File: config.mk
export PLATFORM = sky130hd
export DESIGN_NAME = sym_phase_search
export DESIGN_NICKNAME = d
export VERILOG_FILES = /design/src/rtl/sym_phase_search.sv
export SDC_FILE = /design/constraint.sdc
export NUM_CORES = 2
export LEC_CHECK = 0
export ABC_AREA = 1
export CAP_MARGIN = 20
export CELL_PAD_IN_SITES_DETAIL_PLACEMENT = 1
export CELL_PAD_IN_SITES_GLOBAL_PLACEMENT = 1
export CORE_MARGIN = 2
export CORE_UTILIZATION = 23
export DETAILED_ROUTE_END_ITERATION = 6
export PLACE_DENSITY_LB_ADDON = 0.1
export SYNTH_ARGS = -nofsm -noshare
export SYNTH_HDL_FRONTEND = slang
export SYNTH_SLANG_ARGS = --single-unit
File: constraint.sdc
create_clock -name sys_clk -period 10.4 [get_ports sys_clk]
set_input_delay 1.04 -clock sys_clk [delete_from_list [all_inputs] [get_ports sys_clk]]
set_output_delay 1.04 -clock sys_clk [all_outputs]
set_load 0.01 [all_outputs]
File: src/rtl/sym_phase_search.sv
// Symbol-timing phase selector: sweeps the four matched-filter sample phases, measures squared
// slicer error per phase and locks to the minimum. Optional manual override: PHASE_OVERRIDE_EN.
`timescale 1ns/1ps
module sym_phase_search #(
  parameter int unsigned LOG2_N      = 10,
  parameter int unsigned SETTLE_SYMS = 4
) (
  input  logic               sys_clk,
  input  logic               reset_n,
  input  logic               sam_clk_en,
  input  logic               sym_clk_en,
  input  logic signed [17:0] mf_in,
  input  logic signed [17:0] ref_lvl,
  input  logic               start,
`ifdef PHASE_OVERRIDE_EN
  input  logic               manual_en,
  input  logic [1:0]         manual_phase,
`endif
  output logic signed [17:0] dec_var,
  output logic [1:0]         phase_sel,
  output logic               busy,
  output logic               done,
  output logic [31:0]        err_min
);

  localparam logic [15:0] SettleLast = 16'(SETTLE_SYMS - 1);
  localparam logic [15:0] MeasLast   = 16'((32'd1 << LOG2_N) - 32'd1);

  typedef enum logic [2:0] {StIdle, StSettle, StMeasure, StCompare, StDone} state_e;

  state_e             state_q;
  logic signed [17:0] tap1_q, tap2_q, tap3_q;
  logic signed [17:0] tap_sel;
  logic [1:0]         p;
  logic [1:0]         phase_try_q;
  logic               vld0_q, vld1_q, vld2_q;
  logic signed [19:0] e_q;
  logic [21:0]        sq_q;
  logic [31:0]        acc_q, best_q;
  logic [1:0]         best_phase_q;
  logic [15:0]        cnt_q;

  logic signed [19:0] dv20, a20, two_a, three_a, level, e_d;
  logic signed [39:0] prod;
  logic               take;
  logic               unused_prod;

  always_comb begin
    p = busy ? phase_try_q : phase_sel;
`ifdef PHASE_OVERRIDE_EN
    if (manual_en) p = manual_phase;
`endif
    case (p)
      2'd0:    tap_sel = mf_in;
      2'd1:    tap_sel = tap1_q;
      2'd2:    tap_sel = tap2_q;
      default: tap_sel = tap3_q;
    endcase
  end

  // 20-bit slicer math: 3a and dec_var - level cannot wrap for a non-negative 18-bit a
  always_comb begin
    dv20    = {{2{dec_var[17]}}, dec_var};
    a20     = {{2{ref_lvl[17]}}, ref_lvl};
    two_a   = a20 <<< 1;
    three_a = a20 + two_a;
    if (dv20 >= two_a)        level = three_a;
    else if (dv20 >= 20'sd0)  level = a20;
    else if (dv20 >= -two_a)  level = -a20;
    else                      level = -three_a;
    e_d = dv20 - level;
  end

  assign prod        = e_q * e_q;
  assign unused_prod = ^{prod[39], prod[16:0]};
  assign take        = (phase_try_q == 2'd0) || (acc_q < best_q);

  // Datapath: delay line, decision register and three-stage error pipeline
  always_ff @(posedge sys_clk or negedge reset_n) begin
    if (!reset_n) begin
      tap1_q  <= '0;
      tap2_q  <= '0;
      tap3_q  <= '0;
      dec_var <= '0;
      vld0_q  <= 1'b0;
      vld1_q  <= 1'b0;
      vld2_q  <= 1'b0;
      e_q     <= '0;
      sq_q    <= '0;
    end else begin
      if (sam_clk_en) begin
        tap1_q <= mf_in;
        tap2_q <= tap1_q;
        tap3_q <= tap2_q;
      end
      if (sym_clk_en) dec_var <= tap_sel;
      vld0_q <= sym_clk_en;
      vld1_q <= vld0_q;
      vld2_q <= vld1_q;
      e_q    <= e_d;
      sq_q   <= prod[38:17];
    end
  end

  always_ff @(posedge sys_clk or negedge reset_n) begin
    if (!reset_n) begin
      state_q      <= StIdle;
      phase_try_q  <= '0;
      acc_q        <= '0;
      best_q       <= '0;
      best_phase_q <= '0;
      cnt_q        <= '0;
      phase_sel    <= '0;
      busy         <= 1'b0;
      done         <= 1'b0;
      err_min      <= '0;
    end else begin
      done <= 1'b0;
`ifdef PHASE_OVERRIDE_EN
      if (manual_en) begin
        state_q   <= StIdle;
        busy      <= 1'b0;
        phase_sel <= manual_phase;
      end else begin
`else
      begin
`endif
        unique case (state_q)
          StIdle: begin
            if (start) begin
              phase_try_q <= '0;
              acc_q       <= '0;
              cnt_q       <= '0;
              busy        <= 1'b1;
              state_q     <= StSettle;
            end
          end
          StSettle: begin
            if (vld2_q) begin
              if (cnt_q == SettleLast) begin
                cnt_q   <= '0;
                acc_q   <= '0;
                state_q <= StMeasure;
              end else begin
                cnt_q <= cnt_q + 16'd1;
              end
            end
          end
          StMeasure: begin
            if (vld2_q) begin
              acc_q <= acc_q + {10'd0, sq_q};
              if (cnt_q == MeasLast) begin
                cnt_q   <= '0;
                state_q <= StCompare;
              end else begin
                cnt_q <= cnt_q + 16'd1;
              end
            end
          end
          StCompare: begin
            if (take) begin
              best_q       <= acc_q;
              best_phase_q <= phase_try_q;
            end
            if (phase_try_q == 2'd3) begin
              // Results use this cycle's comparison so they are valid while done is high
              phase_sel <= take ? phase_try_q : best_phase_q;
              err_min   <= take ? acc_q : best_q;
              done      <= 1'b1;
              busy      <= 1'b0;
              state_q   <= StDone;
            end else begin
              phase_try_q <= phase_try_q + 2'd1;
              state_q     <= StSettle;
            end
          end
          StDone:  state_q <= StIdle;
          default: state_q <= StIdle;
        endcase
      end
    end
  end

endmodule

==> impl_table.tex <==
\begin{tabular}{lr}
\hline
Metric & Value \\
\hline
\multicolumn{2}{l}{\textbf{Clock tree}} \\
\quad Number of hold-repair buffers added at the cts stage & 0 \\
\quad Post-CTS Resized & 0 \\
\quad Clock Root Buffer & clkbuf\_16 \\
\quad Number of buffers created by CTS & 35 \\
\quad Level count of the clock H-tree & 2 \\
\quad Total setup buffers inserted after CTS & 0 \\
\quad Clock transition at the registers of the reported paths & 0.05 ns \\
\quad Maximum buffer depth of the clock tree & 3 \\
\quad CTS tree & done \\
\quad Worst-Skew Late Latency & 0.59 ns \\
\quad Number of sinks on the clock net & 240 \\
\multicolumn{2}{l}{\textbf{Floorplan}} \\
\quad Area inside the core boundary & 126,000 um2 \\
\quad Die area & 130,000 um2 \\
\quad I/O pins & 95 \\
\quad Die outline width & 361 um \\
\quad Initial core utilization & 23.2\% \\
\quad Number of cell rows & 130 \\
\quad Die height & 361 um \\
\multicolumn{2}{l}{\textbf{Drt}} \\
\quad Routed Antenna Nets & 0 \\
\quad Detailed-router iteration count before antenna repair & 4 \\
\quad Via-to-Cell Ratio & 4.30 \\
\quad Via count & 23,400 \\
\quad Remaining design rule violation count & 0 \\
\quad Initial DRC Count & 778 \\
\quad Overall routed net length & 96,500 um \\
\quad Average detailed-routed wire length per instance & 17.8 um \\
\multicolumn{2}{l}{\textbf{Critical path}} \\
\quad Critical path data arrival time & 7.87 ns \\
\quad Crit path max-delay family & simple AND/OR/NAND/NOR gates \\
\quad Buffering stage count on the worst path with inverters included & 5 \\
\quad Largest incremental delay on the critical path & 0.63 ns \\
\quad Most used cell, CP & nand2\_1 \\
\quad Worst path slowest cell & o21ai\_0 \\
\quad Critical Path Start Type & input port \\
\quad Maximum fanout along the worst path & 27 \\
\quad Instance count on the critical path & 32 \\
\quad Cells on worst reg2reg path & 23 \\
\quad Critical Path Sink Type & register \\
\quad Kind of critical path & input port to register \\
\quad Worst Path Required & 10.89 ns \\
\multicolumn{2}{l}{\textbf{Logic synthesis}} \\
\quad Number of enable flip-flop cells after synthesis & 0 \\
\quad Async SR Flop Fraction & 100\% \\
\quad Yosys warnings & 0 \\
\quad Count of distinct cell types in the synthesized netlist & 55 \\
\quad Cells after Synth & 3,694 \\
\quad Mean instance size in the synthesized netlist & 7.93 um2 \\
\quad Number of flip-flops and latches in the synthesized netlist & 240 \\
\quad Sequential fraction of the synthesis area & 20.5\% \\
\quad Synth Flop Type & dfrtp\_1 \\
\quad Cell area after synthesis & 29,300 um2 \\
\quad Post-synth net total & 4,362 \\
\multicolumn{2}{l}{\textbf{Cells and area}} \\
\quad Diode count & 0 \\
\quad Non-filler cells, final & 5,434 \\
\quad Fraction of layout instances using a drive strength above 1 & 4.20\% \\
\quad Area of all placed cells without fillers & 33,300 um2 \\
\quad Area growth syn-to-layout & 13.6\% \\
\quad Net total in the final layout & 4,428 \\
\multicolumn{2}{l}{\textbf{Global route}} \\
\quad Wire length of the first global-routing pass & 155,000 um \\
\quad Global routing usage summed across all routing layers & 15.3\% \\
\quad Gr ovfl total & 0 \\
\quad Vias in the first global route & 26,400 \\
\quad Pin count of the biggest net entering global routing & 133 \\
\quad Antenna violations before repair & 1 \\
\multicolumn{2}{l}{\textbf{Placement}} \\
\quad RePlAce Congestion & 0.808 \\
\quad \# placed instances & 5,373 \\
\quad Number of buffer cells added on primary ports & 94 \\
\quad Total placed instance area & 32,200 um2 \\
\quad Total half-perimeter wirelength after legalization and detailed placement & 78,700 um \\
\multicolumn{2}{l}{\textbf{Timing}} \\
\quad Measured slew at the worst slew-check pin & 0.997 ns \\
\quad Final TNS setup & 0 ns \\
\quad Relative slew margins & 33.5\% \\
\quad Unrepaired setup endpoints after global routing & false \\
\quad Final number of max-transition violations & 0 \\
\quad Total count of hold-check failures in the final report & 0 \\
\quad Tmin final & 7.38 ns \\
\quad Final-report setup violation count & 0 \\
\quad Max Clock Freq & 136 MHz \\
\quad Final clock skew & 0.0417 ns \\
\quad Fraction of the cycle the final worst path needs & 70.9\% \\
\multicolumn{2}{l}{\textbf{Worst hold path}} \\
\quad Class of the most critical hold timing path & register to register \\
\quad Count of cells along the worst hold path & 0 \\
\multicolumn{2}{l}{\textbf{Job}} \\
\quad Count of max-cap constraint violations & 0 \\
\multicolumn{2}{l}{\textbf{Status}} \\
\quad Run status & finished, final reports clean \\
\hline
\end{tabular}
worst reg2reg max path, delay by kind of cell, from the launching register on:
kind,cells,cell delay (ns)
XOR/XNOR,1,0.16
AND/OR/NAND/NOR,4,0.53
buffers and inverters,8,1.00
adder cells (fa/ha/maj),8,4.22
AO/OA/AOI/OAI,2,0.61
flip-flops,1,0.33
per-layer routing:
layer | track usage (%) | vias up | share of wire (%)
met5 | 0 | - | 0
met4 | 2.67 | 0 | 1.4
met3 | 1.39 | 67 | 1.7
met2 | 27.5 | 169 | 50
met1 | 20.0 | 11600 | 47
li1 | - | 11500 | -
worst paths after layout:
kind	start	end	slack [ns]
worst max-delay path	ref_lvl[0]	e_q[17]	3.02
worst min-delay path	vld1_q	vld2_q	0.35
worst max register to register	e_q[2]	sq_q[21]	3.41
worst min register to register	vld1_q	vld2_q	0.35
max in group asynchronous	reset_n	e_q[4]	7.97
min in group asynchronous	reset_n	acc_q[1]	0.39
cell usage in the layout, fill, tap and decap left out, drive strengths merged, types with 13 or more instances in the layout:
cell and count:
o21ai 218, xor2 59, nand4 35, nor3 22, nand2 784, xnor2 26
dfrtp 240, clkdlybuf4s50 92, a221oi 16, nand3 180, buf 35, inv 864
ha 249, a21oi 194, o21a 13, nor2 194, clkbuf 50, fa 378
o22ai 25
flip-flops by register name (all words and copies together) (netlist names), 2 cells and up:
signal and flops:
phase_try_q 2, best_phase_q 2, sq_q 22, err_min 32, cnt_q 16, e_q 20
tap3_q 18, dec_var 18, tap2_q 18, acc_q 32, tap1_q 18, best_q 32
phase_sel 2, state_q 3
cells in the mapped netlist, types with 3 or more instances:
cell type	instances	area [um2]
o21a_1	13	97.6
nor2_2	16	100
clkbuf_1	76	285
o221ai_1	4	35.0
fa_1	378	7570
buf_1	9	33.8
nand4_1	34	213
nand3b_1	9	67.6
o22ai_1	25	156
xnor2_1	26	228
a31oi_1	12	75.1
nand2_2	17	106
dfrtp_1	240	6010
xor2_1	59	517
a211oi_1	6	45.0
buf_2	10	50.1
o21bai_1	6	45.0
inv_1	845	3170
inv_2	17	63.8
nand2_1	767	2880
or2_2	7	43.8
and2_1	4	25.0
o21ai_1	11	55.1
nor4_1	6	37.5
a21oi_1	194	971
o211ai_1	11	82.6
o31ai_1	5	37.5
nor3_4	3	48.8
nor3_1	18	90.1
a21o_1	9	67.6
o21ai_0	205	1030
nor2_1	178	668
nand3_1	178	891
ha_1	249	3120
buf_4	3	22.5
a221oi_1	16	140
metrics by stage:
step                      utilization, %  hold WS [ns]  setup WS (ns)
after floorplan                        -         0.331           3.91
after global placement              25.5         0.342           2.49
after detailed placement            25.5         0.341           2.38
after CTS                           26.4         0.354           2.99
after global routing                26.4         0.355           2.31
final                               26.4         0.351           3.02
layout make-up:
class | count | area (um2)
fillers | 15000 | 92800
inverters | 864 | 3240
clock buffers | 50 | 972
flip-flops and latches | 240 | 6010
multi-input cells | 2492 | 19700
well taps | 1650 | 2060
repair buffers | 127 | 1200
clock inverters | 11 | 126
logic make-up (layout without fill, tap and decap cells):
logic type,count (synthesis),in the layout,synth area share (%)
multiplexers,2,2,0.0768
flip-flops,240,240,20.5
XOR/XNOR,85,85,2.54
AO/OA/AOI/OAI,530,530,10.1
buffers and inverters,962,1052,12.4
AND/OR/NAND/NOR,1248,1248,18.0
adder cells (fa/ha/maj),627,627,36.5
Power is left out: the tool's default activity adds up to more than one toggle a clock period on the data nets, which glitch-free logic cannot reach.
